`src/rtl/uart_receive.sv`:
```
// rtl/uart_receive.sv - UART frame receiver with synchronizer, framing/break handling
// Optional even-parity bit enabled by defining UART_RECEIVE_PARITY_EN.
module uart_receive #(
  parameter int D_WIDTH      = 4,
  parameter int CLKS_PER_BIT = 4
) (
  input  logic               clk,
  input  logic               rst,
  input  logic               rx,
  output logic [D_WIDTH-1:0] rx_data,
  output logic               rx_valid,
  output logic               rx_busy,
  output logic               rx_ferr,
  output logic               rx_perr
);

  localparam int CNT_W = (CLKS_PER_BIT > 1) ? $clog2(CLKS_PER_BIT) : 1;
  localparam int IDX_W = (D_WIDTH > 1) ? $clog2(D_WIDTH) : 1;
  localparam logic [CNT_W-1:0] HALF_M1  = CNT_W'(CLKS_PER_BIT/2 - 1);
  localparam logic [CNT_W-1:0] FULL_M1  = CNT_W'(CLKS_PER_BIT - 1);
  localparam logic [IDX_W-1:0] LAST_IDX = IDX_W'(D_WIDTH - 1);

  typedef enum logic [2:0] {
    S_IDLE, S_START, S_DATA, S_PARITY, S_STOP, S_BREAK
  } state_t;

  state_t             state, state_n;
  logic               rx_meta, rx_s;
  logic [CNT_W-1:0]   cnt, cnt_n;
  logic [IDX_W-1:0]   idx, idx_n;
  logic [D_WIDTH-1:0] shift, shift_n;
  logic [D_WIDTH-1:0] data_n;
  logic               valid_n, ferr_n, perr_n, busy_n;
`ifdef UART_RECEIVE_PARITY_EN
  logic               perr_flag, perr_flag_n;
`endif

  always_ff @(posedge clk or posedge rst) begin
    if (rst) begin
      rx_meta  <= 1'b1;
      rx_s     <= 1'b1;
      state    <= S_IDLE;
      cnt      <= '0;
      idx      <= '0;
      shift    <= '0;
      rx_data  <= '0;
      rx_valid <= 1'b0;
      rx_busy  <= 1'b0;
      rx_ferr  <= 1'b0;
      rx_perr  <= 1'b0;
`ifdef UART_RECEIVE_PARITY_EN
      perr_flag <= 1'b0;
`endif
    end else begin
      rx_meta  <= rx;
      rx_s     <= rx_meta;
      state    <= state_n;
      cnt      <= cnt_n;
      idx      <= idx_n;
      shift    <= shift_n;
      rx_data  <= data_n;
      rx_valid <= valid_n;
      rx_busy  <= busy_n;
      rx_ferr  <= ferr_n;
      rx_perr  <= perr_n;
`ifdef UART_RECEIVE_PARITY_EN
      perr_flag <= perr_flag_n;
`endif
    end
  end

  always_comb begin
    state_n = state;
    cnt_n   = cnt;
    idx_n   = idx;
    shift_n = shift;
    data_n  = rx_data;
    valid_n = 1'b0;
    ferr_n  = 1'b0;
    perr_n  = 1'b0;
`ifdef UART_RECEIVE_PARITY_EN
    perr_flag_n = perr_flag;
`endif
    case (state)
      S_IDLE: begin
        if (!rx_s) begin
          state_n = S_START;
          cnt_n   = '0;
        end
      end
      // Start bit is re-checked half a bit in; a high line there is a glitch.
      S_START: begin
        if (cnt == HALF_M1) begin
          if (!rx_s) begin
            state_n = S_DATA;
            cnt_n   = '0;
            idx_n   = '0;
          end else begin
            state_n = S_IDLE;
          end
        end else begin
          cnt_n = cnt + 1'b1;
        end
      end
      S_DATA: begin
        if (cnt == FULL_M1) begin
          cnt_n = '0;
          for (int i = 0; i < D_WIDTH; i++) begin
            if (idx == IDX_W'(i)) shift_n[i] = rx_s;
          end
          if (idx == LAST_IDX) begin
            idx_n = '0;
`ifdef UART_RECEIVE_PARITY_EN
            state_n = S_PARITY;
`else
            state_n = S_STOP;
`endif
          end else begin
            idx_n = idx + 1'b1;
          end
        end else begin
          cnt_n = cnt + 1'b1;
        end
      end
      S_PARITY: begin
`ifdef UART_RECEIVE_PARITY_EN
        if (cnt == FULL_M1) begin
          cnt_n       = '0;
          perr_flag_n = rx_s ^ (^shift);
          state_n     = S_STOP;
        end else begin
          cnt_n = cnt + 1'b1;
        end
`else
        state_n = S_IDLE;
`endif
      end
      // Framing error outranks parity error; either one leaves rx_data alone.
      S_STOP: begin
        if (cnt == FULL_M1) begin
          cnt_n = '0;
          if (!rx_s) begin
            ferr_n  = 1'b1;
            state_n = S_BREAK;
`ifdef UART_RECEIVE_PARITY_EN
          end else if (perr_flag) begin
            perr_n  = 1'b1;
            state_n = S_IDLE;
`endif
          end else begin
            data_n  = shift;
            valid_n = 1'b1;
            state_n = S_IDLE;
          end
        end else begin
          cnt_n = cnt + 1'b1;
        end
      end
      S_BREAK: begin
        if (rx_s) state_n = S_IDLE;
      end
      default: state_n = S_IDLE;
    endcase
    busy_n = (state_n != S_IDLE);
  end

endmodule

```
`config.mk`:
```
export PLATFORM = sky130hd
export DESIGN_NAME = uart_receive
export DESIGN_NICKNAME = d
export VERILOG_FILES = /design/src/rtl/uart_receive.sv
export SDC_FILE = /design/constraint.sdc
export NUM_CORES = 1
export LEC_CHECK = 0
export ABC_AREA = 0
export CAP_MARGIN = 15
export CORE_MARGIN = 8
export CORE_UTILIZATION = 45
export DETAILED_ROUTE_END_ITERATION = 8
export PLACE_DENSITY_LB_ADDON = 0.25
export SLEW_MARGIN = 10
export SYNTH_ARGS = -nofsm -noshare
export SYNTH_HDL_FRONTEND = slang
export SYNTH_SLANG_ARGS = --single-unit
```
`constraint.sdc`:
```
create_clock -name clk -period 1.7 [get_ports clk]
set_input_delay 0.34 -clock clk [delete_from_list [all_inputs] [get_ports clk]]
set_output_delay 0.34 -clock clk [all_outputs]
set_load 0.01 [all_outputs]
```
== Word level (Yosys, flattened, before mapping) ==
Cells that the tools add are included.
Cells by class
  eq/ne operators: 12
  mux-type cells: 24
  reduce and logical (&&, ||, !) cells: 12
  $add $sub $neg: 2
Operator list (number)
  3-bit two-way mux: 7
  2-bit two-way mux: 8
  3-bit case mux with 5 select lines: 1
  3-bit AND reduction: 5
  2-bit == test, second input constant: 3
  3-bit == test, second input constant: 2
  1-bit two-way mux: 6
  2-bit != test, second input constant: 3
  2-bit case mux with 3 select lines: 1
  3-bit nonzero test: 2
  2-bit by 1-bit adder with 2-bit output, second input constant: 2
  2-bit by 1-bit == test with 1-bit output, second input constant: 2
  2-bit case mux with 2 select lines: 1
  4-bit AND reduction: 1
  3-bit by 1-bit == test with 1-bit output, second input constant: 1
  3-bit by 2-bit == test with 1-bit output, second input constant: 1
  3-bit zero test: 1
  2-bit zero test: 1
  2-bit nonzero test: 1
  2-bit OR reduction: 1
Storage, ports and cells
  register bits: 20
  word-level logic and storage cells: 63

== Logic depth before layout (Yosys ltp) ==
Gate-level depths: netlist of run 1.
  depth after elaboration: 5
  gate-level depth with buffers: 6
  depth with buffers taken out: 6

== Least setup slack after synthesis of run 1 ==
Ideal clock, no wire load.
  kind: register -> register
  from: register cnt[0]
  to: register rx_data[0]
  buffers on the path: 0
  arrival: 1293 ps
  data required time: 1572 ps
  cell stages (with the launch flop): 5
  clock period less this slack: 1420 ps
  path slack: 280 ps
  cell sequence: dfrtp_1 ha_1 nor3b_2 nand2_1 mux2_1
Between the ends
  word-level cells in the longest chain between the ends: 2
RTL lines
  start, declared: RTL line 29  | logic [CNT_W-1:0] cnt, cnt_n;
  start signal, assigned: RTL line 58  | cnt <= cnt_n;
  2-bit == test: RTL line 140  | if (cnt == FULL_M1) begin
  3-bit AND reduction (no line)
  end signal, assigned: RTL line 61  | rx_data <= data_n;
  end, declared: RTL line 10  | output logic [D_WIDTH-1:0] rx_data,
No other way between the ends.
A chain may end at the register's enable or synchronous reset.

== Worst setup path after layout of run 1 ==
  from: register cnt[1]
  to: register rx_busy
Between the ends
  word-level cells in the longest chain between the ends: 4
  elaborated cells on any way between the ends: 7
  those cells by class: 2 x eq/ne; 4 x mux; 1 x reduce/logical
RTL lines
  2-bit == test or 2-bit by 1-bit == test with 1-bit output (tied branches): RTL line 106, 140, 93
  3-bit two-way mux (on tied branches): RTL line 140, 106, 93
  3-bit case mux with 5 select lines (*): RTL line 84  | case (state)
  net state_n[0]: RTL line 27  | state_t state, state_n;
  3-bit nonzero test (*): RTL line 164  | busy_n = (state_n != S_IDLE);
  net busy_n: RTL line 33  | logic valid_n, ferr_n, perr_n, busy_n;
  end signal, assigned: RTL line 63  | rx_busy <= busy_n;
  end, declared: RTL line 12  | output logic rx_busy,
Mark *: on every way through the listed nets, which the timed path passes. The rest lies on a longest branch.

==> impl_metrics.tcl, run 1 <==
set metrics [dict create \
    critPathKind "register to register" \
    switchingPower_mw 0.494 \
    post-route-period-util_pct 93.4 \
    endpoint_kind "register" \
    first_global_vias 710 \
    synth_area_mm2 0.00104 \
    p_comb_share_pct 34.4 \
    fin_nets 113 \
    synth_top_area_share_pct 43.2 \
    synthAdderAreaFrac_pct 9.60 \
    status "finished, final reports clean" \
    final_cells 129 \
    avgSynthCellArea_um2 11.6 \
    drv_slew 0 \
    power_frac_clock_pct 16.6 \
    finalHoldViolations 0 \
    drtPass1Iterations 4 \
    path_buf_inv 1 \
    grt_pass1_wl_um 3090 \
    vias_per_cell 5.35 \
    clock_tree.root_cell "clkbuf_4" \
    dp_hpwl_um 1370 \
    cp-start-kind "register" \
    synth-main-ff-cell "dfrtp_1" \
    start_util_pct 47.1 \
    yosysMostFrequentCell "dfrtp_1" \
    drt_iter0_markers 13 \
    synth_top_family_by_area "simple AND/OR/NAND/NOR gates" \
    setup_violations 0 \
    syn_inst 90 \
    p_seq_share_pct 48.9 \
    placed_cells_incl_taps 125 \
    max_freq_mhz 630 \
    worst_path_dominant_cell_family "simple AND/OR/NAND/NOR gates" \
    rows 17 \
    finalWeightedCongestion 0.773 \
    required_ns 1.88 \
    synth_common_cells "dfrtp_1 (18), nand2_1 (9), ha_1 (8), mux2_1 (8), inv_1 (5)" \
    core_area_mm2 0.00221 \
    arrival_ns 1.77 \
    yosys.area_share.simple_pct 15.2 \
    rsz0062_at_grt "false" \
    diodes 0 \
    min_period_ns 1.59 \
    overflow 0 \
    layout_setup_ws_ns 0.113 \
    drive_gt1_share_pct 15.8 \
    cts_tree "done" \
    min_path_type "primary input to asynchronous set/reset pin" \
    switching_share_pct 35.3 \
    regArea_um2 504 \
    track_usage_pct 9.69 \
    synth_area_leader_cell "dfrtp_1" \
    synth_seq_cells 20 \
    synth_cell_types 36 \
    skew_ns 0.00994 \
    crit_chain "inv_1, ha_1, nand2_1, o211a_1, or3_1" \
    async_flop_share_pct 100 \
    ir_worst_vdd_v 0.000947 \
    ys_seq_area_share_pct 48.3 \
    insertion_delay_ns 0.30 \
    syn_nets 101 \
    num_vias 690 \
    antenna_found_initial 0 \
    whs_ns 0.288 \
    io_pins 11 \
    synth_compound_gate_area_share_pct 11.5 \
    setup_tns_ns 0 \
    p_leak_nw 0.543 \
    path_clk_slew_ns 0.11 \
    port_buffers 9 \
    worstPathMaxFanout 4 \
    numCtsBuffers 3 \
    p_int_mw 0.905 \
    routed_wl_um 1800 \
    synthXorXnorAreaFrac_pct 0 \
    p_per_area_mw_per_mm2 1180 \
    area_growth_pct 13.7 \
    drc_errors 0 \
    multi_input_area_um2 489 \
    cpPeakStageDelay_ns 0.44 \
    pre_cts_ws_ns 0.0909 \
    ctsResizeCount 0 \
    dieArea_mm2 0.00411 \
    final_util_pct 53.6 \
    synth_edf_count 0 \
    fillers 205 \
    post_cts_buffers 0 \
    final_antenna_net_count 0 \
    yosysWarnings 0 \
    cts_max_level 1 \
    muxShareOfSynthArea_pct 9.72 \
    hold_buffers 0 \
    grt_max_degree 13 \
    slowest_stage "dfrtp_1" \
    die_w_um 64.1 \
    cts_sinks 20 \
    die_height_um 64.1 \
    synth_area_leaders "dfrtp_1 (43%), ha_1 (9.6%), mux2_1 (8.6%)" \
    wl_per_cell_um 14.0 \
    cts_buffer_depth 2 \
    maxCapViolations 0 \
]
cell type report:
class | instances | share of cell area [%]
tap | 28 | 2.96
sequential | 20 | 42.6
multi-input combinational | 60 | 41.3
inverter | 6 | 2.11
timing repair buffer | 11 | 8.87
clock buffer | 4 | 2.22
power by group through the flow:
stage                     logic (mW)  registers (mW)  clock network, mW
after floorplan                0.423           0.635                  0
after global placement         0.464           0.686                  0
after detailed placement       0.484           0.692                  0
after CTS                      0.487           0.683              0.253
after global routing           0.541           0.701              0.263
final                          0.482           0.684              0.233
per-layer routing:
layer / GRT usage (%) / vias to the layer above / share of wire [%] / wire [µm]
met1: 10.3 / 334 / 43 / 771
met4: 8.45 / 0 / 2.8 / 51
met5: 0 / - / 0 / 0
met2: 15.7 / 20 / 49 / 875
li1: - / 332 / - / -
met3: 2.44 / 4 / 5.7 / 103
kinds of logic (layout without fill, tap and decap cells):
group                      count (synthesis)  in the layout
and+or+nand+nor                           25             25
DFF                                       20             20
AOI/OAI and AO/OA                         17             17
buffers and inverters                     10             21
muxes                                      9              9
adders and majority gates                  8              8
other                                      1              1
through the flow:
step	cell area, µm²	total power [mW]
detailed placement	1150	1.18
global route	1180	1.50
CTS	1180	1.42
finish	1180	1.40
floorplan	1040	1.06
global placement	1150	1.15
placed cells by master (no fill, tap or decap), types with 2 or more instances in the layout:
| master | instances |
|---|---|
| a21oi_1 | 2 |
| mux2_1 | 8 |
| inv_1 | 5 |
| ha_1 | 7 |
| buf_4 | 2 |
| o21ai_0 | 4 |
| clkdlybuf4s50_1 | 9 |
| dfstp_2 | 2 |
| nor2_1 | 2 |
| nand3_1 | 4 |
| nand3b_1 | 2 |
| nand2_1 | 8 |
| dfrtp_1 | 17 |
| clkbuf_4 | 3 |
final timing paths:
| kind | from | to | slack [ns] | cells after the start |
|---|---|---|---|---|
| setup / recovery | cnt[1]$_DFFE_PP0P_ | rx_busy$_DFF_PP0_ | 0.11 | 5 |
| min in group clk | rx_meta$_DFF_PP1_ | rx_s$_DFF_PP1_ | 0.36 | 0 |
| hold / removal | rst | cnt[0]$_DFFE_PP0P_ | 0.29 | 2 |
| max in group asynchronous | rst | rx_data[3]$_DFFE_PP0P_ | 0.92 | 3 |
| hold reg to reg | rx_meta$_DFF_PP1_ | rx_s$_DFF_PP1_ | 0.36 | 0 |
| setup reg to reg | cnt[1]$_DFFE_PP0P_ | rx_busy$_DFF_PP0_ | 0.11 | 5 |
worst reg2reg max path: stages, from the launching register on:
cell     delay (ns)
dfrtp_1        0.44
inv_1          0.12
ha_1           0.23
nand2_1        0.08
o211a_1        0.24
or3_1          0.37
sequential cells by signal, indices dropped and copies added, names as in the netlist, 2 cells and up:
| register | cells |
|---|---|
| cnt | 2 |
| idx | 2 |
| rx_data | 4 |
| shift | 4 |
| state | 3 |
Note: power is estimated with default switching activity, not from simulation.
==> inputs of run 2 (changes only) <==
--- a/config.mk
+++ b/config.mk
@@ -9,8 +9,11 @@
 export CAP_MARGIN = 15
 export CORE_MARGIN = 8
 export CORE_UTILIZATION = 45
+export CTS_CLUSTER_SIZE = 14
 export DETAILED_ROUTE_END_ITERATION = 8
+export GPL_TIMING_DRIVEN = 0
 export PLACE_DENSITY_LB_ADDON = 0.25
+export SETUP_SLACK_MARGIN = 0.3
 export SLEW_MARGIN = 10
 export SYNTH_ARGS = -nofsm -noshare
 export SYNTH_HDL_FRONTEND = slang
==> impl_metrics.tcl, run 2 (synthesis results as in run 1) <==
set metrics [dict create \
    drt_iter0_markers 13 \
    antenna_found_initial 0 \
    worstPathMaxFanout 4 \
    finalWeightedCongestion 0.783 \
    grt_pass1_wl_um 3370 \
    whs_ns 0.366 \
    layout_commonest_cell "dfrtp_1" \
    min_path_type "register to register" \
    endpoint_kind "register" \
    start_util_pct 47.1 \
    min_period_ns 1.51 \
    required_ns 1.88 \
    finalHoldViolations 0 \
    cts_tree "done" \
    path_clk_slew_ns 0.10 \
    drv_slew 0 \
    post-route-period-util_pct 88.6 \
    numCtsBuffers 3 \
    overflow 0 \
    cts_max_level 1 \
    path_buf_inv 1 \
    pre_cts_ws_ns 0.150 \
    hold_buffers 0 \
    core_area_mm2 0.00221 \
    drive_gt1_share_pct 38.7 \
    slowest_stage "dfrtp_1" \
    status "finished, final reports clean" \
    port_buffers 9 \
    maxCapViolations 0 \
    drtPass1Iterations 4 \
    die_height_um 64.1 \
    first_global_vias 754 \
    insertion_delay_ns 0.30 \
    drc_errors 0 \
    routed_wl_um 1980 \
    final_cell_mix "dfrtp_1 (15), nand2_1 (7), buf_4 (7), dlygate4sd2_1 (7), mux2_4 (5)" \
    p_per_area_mw_per_mm2 1210 \
    setup_tns_ns 0 \
    vias_per_cell 5.27 \
    diodes 0 \
    clock_tree.root_cell "clkbuf_4" \
    wl_per_cell_um 14.3 \
    fin_nets 123 \
    rows 17 \
    p_leak_nw 0.660 \
    layout_setup_ws_ns 0.194 \
    grt_max_degree 21 \
    die_w_um 64.1 \
    setup_violations 0 \
    cpPeakStageDelay_ns 0.44 \
    dieArea_mm2 0.00411 \
    largestRegisters "rx_data (4), shift (4), state (3)" \
    num_vias 733 \
    dp_hpwl_um 1300 \
    r2r_setup_slack_ns 0.19 \
    maxSlewHeadroom_pct 52.1 \
    critPathKind "register to register" \
    rsz0062_at_grt "true" \
    arrival_ns 1.69 \
    worst_path_dominant_cell_family "flip-flops" \
    track_usage_pct 10.2 \
    cp-start-kind "register" \
    cts_buffer_depth 2 \
    ir_worst_vdd_v 0.000670 \
    final_antenna_net_count 0 \
    max_freq_mhz 664 \
    io_pins 11 \
    crit_chain "buf_6, ha_4, nand2_2, o22a_1, o22ai_2, or3_1" \
    tightest_slew_ns 0.718 \
    final_util_pct 61.1 \
    cts_sinks 20 \
    area_growth_pct 29.7 \
    skew_ns 0.00288 \
]
-- run 2: changes by cell type in the layout (fill, tap and decap cells not counted), sizes merged --
| cell | before | now |
|---|---|---|
| buf | 2 | 11 |
| clkdlybuf4s50 | 9 | 2 |
| dlygate4sd2 | 0 | 7 |
| clkbuf | 4 | 5 |
-- run 2: cell type report --
type	instances	area, µm²
fill	194	861
multi-input combinational	60	566
sequential	20	507
timing repair buffer	17	158
buffer	4	35.0
tap	28	35.0
clock buffer	4	26.3
inverter	6	25.0
-- run 2: routing by layer --
| metal | vias up | track usage [%] | routed length, µm |
|---|---|---|---|
| li1 | 351 | - | - |
| met1 | 366 | 11.5 | 878 |
| met2 | 11 | 17.7 | 985 |
| met3 | 5 | 2.61 | 75 |
| met4 | 0 | 4.90 | 41 |
| met5 | - | 0 | 0 |
-- run 2: path summary, 6_finish.rpt --
kind                            cells past startpoint               start                endpoint
max in group asynchronous                           2                 rst      state[1]$_DFF_PP0_
worst min-delay path                                0   rx_meta$_DFF_PP1_          rx_s$_DFF_PP1_
worst max-delay path                                6  cnt[1]$_DFFE_PP0P_       rx_busy$_DFF_PP0_
min in group asynchronous                           2                 rst  rx_data[0]$_DFFE_PP0P_
worst min register to register                      0   rx_meta$_DFF_PP1_          rx_s$_DFF_PP1_
worst max register to register                      6  cnt[1]$_DFFE_PP0P_       rx_busy$_DFF_PP0_
-- run 2: power breakdown --
part	switching (mW)	leakage, nW	total [mW]	internal (mW)
Sequential	0.0907	0.259	0.656	0.566
Clock	0.135	0.0150	0.226	0.0915
Combinational	0.339	0.386	0.747	0.408
Total	0.564	0.660	1.63	1.07
-- run 2: worst register-to-register path: stages, from the launching register on --
cell and delay, ns:
dfrtp_1 0.44, buf_6 0.14, ha_4 0.16, nand2_2 0.06, o22a_1 0.13, o22ai_2 0.06
or3_1 0.38
-- run 2: per-stage QoR --
| step | instances | area [µm²] | power [mW] |
|---|---|---|---|
| final | 139 | 1350 | 1.63 |
| after floorplan | 90 | 1050 | 1.06 |
| after global routing | 139 | 1350 | 1.76 |
| after detailed placement | 127 | 1180 | 1.19 |
| after global placement | 127 | 1180 | 1.17 |
| after CTS | 138 | 1290 | 1.55 |
-- run 2: timing repair --
action | 4_1_cts | 5_1_grt
setup endpoints to repair | 18 | 13
gates resized for setup | 16 | 14
buffers inserted | 7 | 1
pin swaps | 1 | 6
==> inputs of run 3 (changes only) <==
--- a/config.mk
+++ b/config.mk
@@ -12,7 +12,7 @@
 export CTS_CLUSTER_SIZE = 14
 export DETAILED_ROUTE_END_ITERATION = 8
 export GPL_TIMING_DRIVEN = 0
-export PLACE_DENSITY_LB_ADDON = 0.25
+export PLACE_DENSITY_LB_ADDON = 0.1
 export SETUP_SLACK_MARGIN = 0.3
 export SLEW_MARGIN = 10
 export SYNTH_ARGS = -nofsm -noshare
==> impl_metrics.tcl, run 3 (synthesis results as in run 1) <==
set metrics [dict create \
    status "finished, final reports clean" \
    finalHoldViolations 0 \
    finalPower_mw 1.74 \
    cts_tree "done" \
    wl_per_cell_um 13.9 \
    core_area_mm2 0.00221 \
    crit_path_start "cnt[1]$_DFFE_PP0P_" \
    die_w_um 64.1 \
    r2r_setup_slack_ns 0.21 \
    r2r_cells 5 \
    p_leak_nw 0.683 \
    required_ns 1.89 \
    drive_gt1_share_pct 39.8 \
    endpoint_kind "register" \
    grt_max_degree 21 \
    antenna_found_initial 0 \
    hold_path_depth 0 \
    max_freq_mhz 671 \
    grt_pass1_wl_um 3370 \
    maxCapViolations 0 \
    arrival_ns 1.68 \
    layout_commonest_cell "dfrtp_1" \
    drt_iter0_markers 21 \
    dp_hpwl_um 1240 \
    rr_startpoint "cnt[1]$_DFFE_PP0P_" \
    vias_per_cell 5.04 \
    setup_violations 0 \
    insertion_delay_ns 0.30 \
    tightest_slew_ns 0.774 \
    largestRegisters "rx_data (4), shift (4), state (3)" \
    die_height_um 64.1 \
    cts_buffer_depth 2 \
    min_path_type "register to register" \
    numCtsBuffers 3 \
    worstPathMaxFanout 4 \
    area_growth_pct 35.2 \
    setup_tns_ns 0 \
    overflow 0 \
    skew_ns 0.00557 \
    cts_sinks 20 \
    final_util_pct 63.7 \
    port_buffers 9 \
    track_usage_pct 10.1 \
    io_pins 11 \
    routed_wl_um 1960 \
    critPathKind "register to register" \
    num_vias 710 \
    fin_nets 125 \
    post-route-period-util_pct 87.6 \
    dieArea_mm2 0.00411 \
    final_cell_mix "dfrtp_1 (15), buf_4 (8), nand2_1 (7), dlygate4sd2_1 (7), mux2_4 (6)" \
    start_util_pct 47.1 \
    drc_errors 0 \
    drtPass1Iterations 4 \
    diodes 0 \
    cp-start-kind "register" \
    maxSlewHeadroom_pct 48.4 \
    min_period_ns 1.49 \
    first_global_vias 728 \
    path_clk_slew_ns 0.11 \
    min_to "rx_s$_DFF_PP1_" \
    p_per_area_mw_per_mm2 1240 \
    r2r-end "rx_busy$_DFF_PP0_" \
    cts_max_level 1 \
    rsz0062_at_grt "true" \
    rows 17 \
    ir_worst_vdd_v 0.000981 \
    finalWeightedCongestion 0.761 \
    drv_slew 0 \
    worstHoldStart "rx_meta$_DFF_PP1_" \
    final_antenna_net_count 0 \
    clock_tree.root_cell "clkbuf_4" \
]
run 3: how the worst max path moves through the flow:
stage,endpoint,depth (start not counted)
after CTS,rx_data[2]$_DFFE_PP0P_,5
after floorplan,rx_busy$_DFF_PP0_,5
after global routing,rx_busy$_DFF_PP0_,6
final,rx_busy$_DFF_PP0_,5
after global placement,rx_busy$_DFF_PP0_,3
after detailed placement,rx_data[3]$_DFFE_PP0P_,3
run 3: area by class of cell:
class / count / area, µm²
clock buffers: 4 / 26.3
repair buffers: 19 / 176
inverters: 6 / 25.0
fillers: 182 / 803
plain buffers: 4 / 35.0
flip-flops and latches: 20 / 507
well taps: 28 / 35.0
multi-input cells: 60 / 604
run 3: stage by stage:
stage / setup slack, ns / instance area [µm²] / hold WS, ns / instances
final: 0.210 / 1410 / 0.364 / 141
after global routing: 0.165 / 1410 / 0.372 / 141
after CTS: 0.208 / 1340 / 0.365 / 138
after detailed placement: 0.162 / 1180 / 0.348 / 127
after global placement: 0.147 / 1180 / 0.345 / 127
after floorplan: 0.289 / 1050 / 0.302 / 90
run 3: worst max-delay path, stage by stage, from the launching register on:
cell and delay [ns]:
dfrtp_2 0.47, inv_2 0.12, ha_4 0.16, nand2_1 0.05
o211a_1 0.22, or3_1 0.36
run 3: report_power, final:
part / leakage [nW] / switching (mW) / internal [mW]
Combinational: 0.409 / 0.366 / 0.471
Sequential: 0.259 / 0.105 / 0.566
Clock: 0.0150 / 0.145 / 0.0915
run 3: repair_timing:
item | 4_1_cts | 5_1_grt
pin swaps | 11 | 4
gates resized for setup | 29 | 9
buffers inserted | 7 | 3
hold buffers | 0 | 0
endpoints found under the setup margin | 18 | 13
run 3: per-layer routing:
layer | global-route usage, % | up-vias | wire (µm) | part of all wire [%]
li1 | - | 357 | - | -
met1 | 12.7 | 338 | 965 | 49
met2 | 16.2 | 13 | 881 | 45
met3 | 2.09 | 2 | 86 | 4.4
met4 | 4.90 | 0 | 24 | 1.2
met5 | 0 | - | 0 | 0
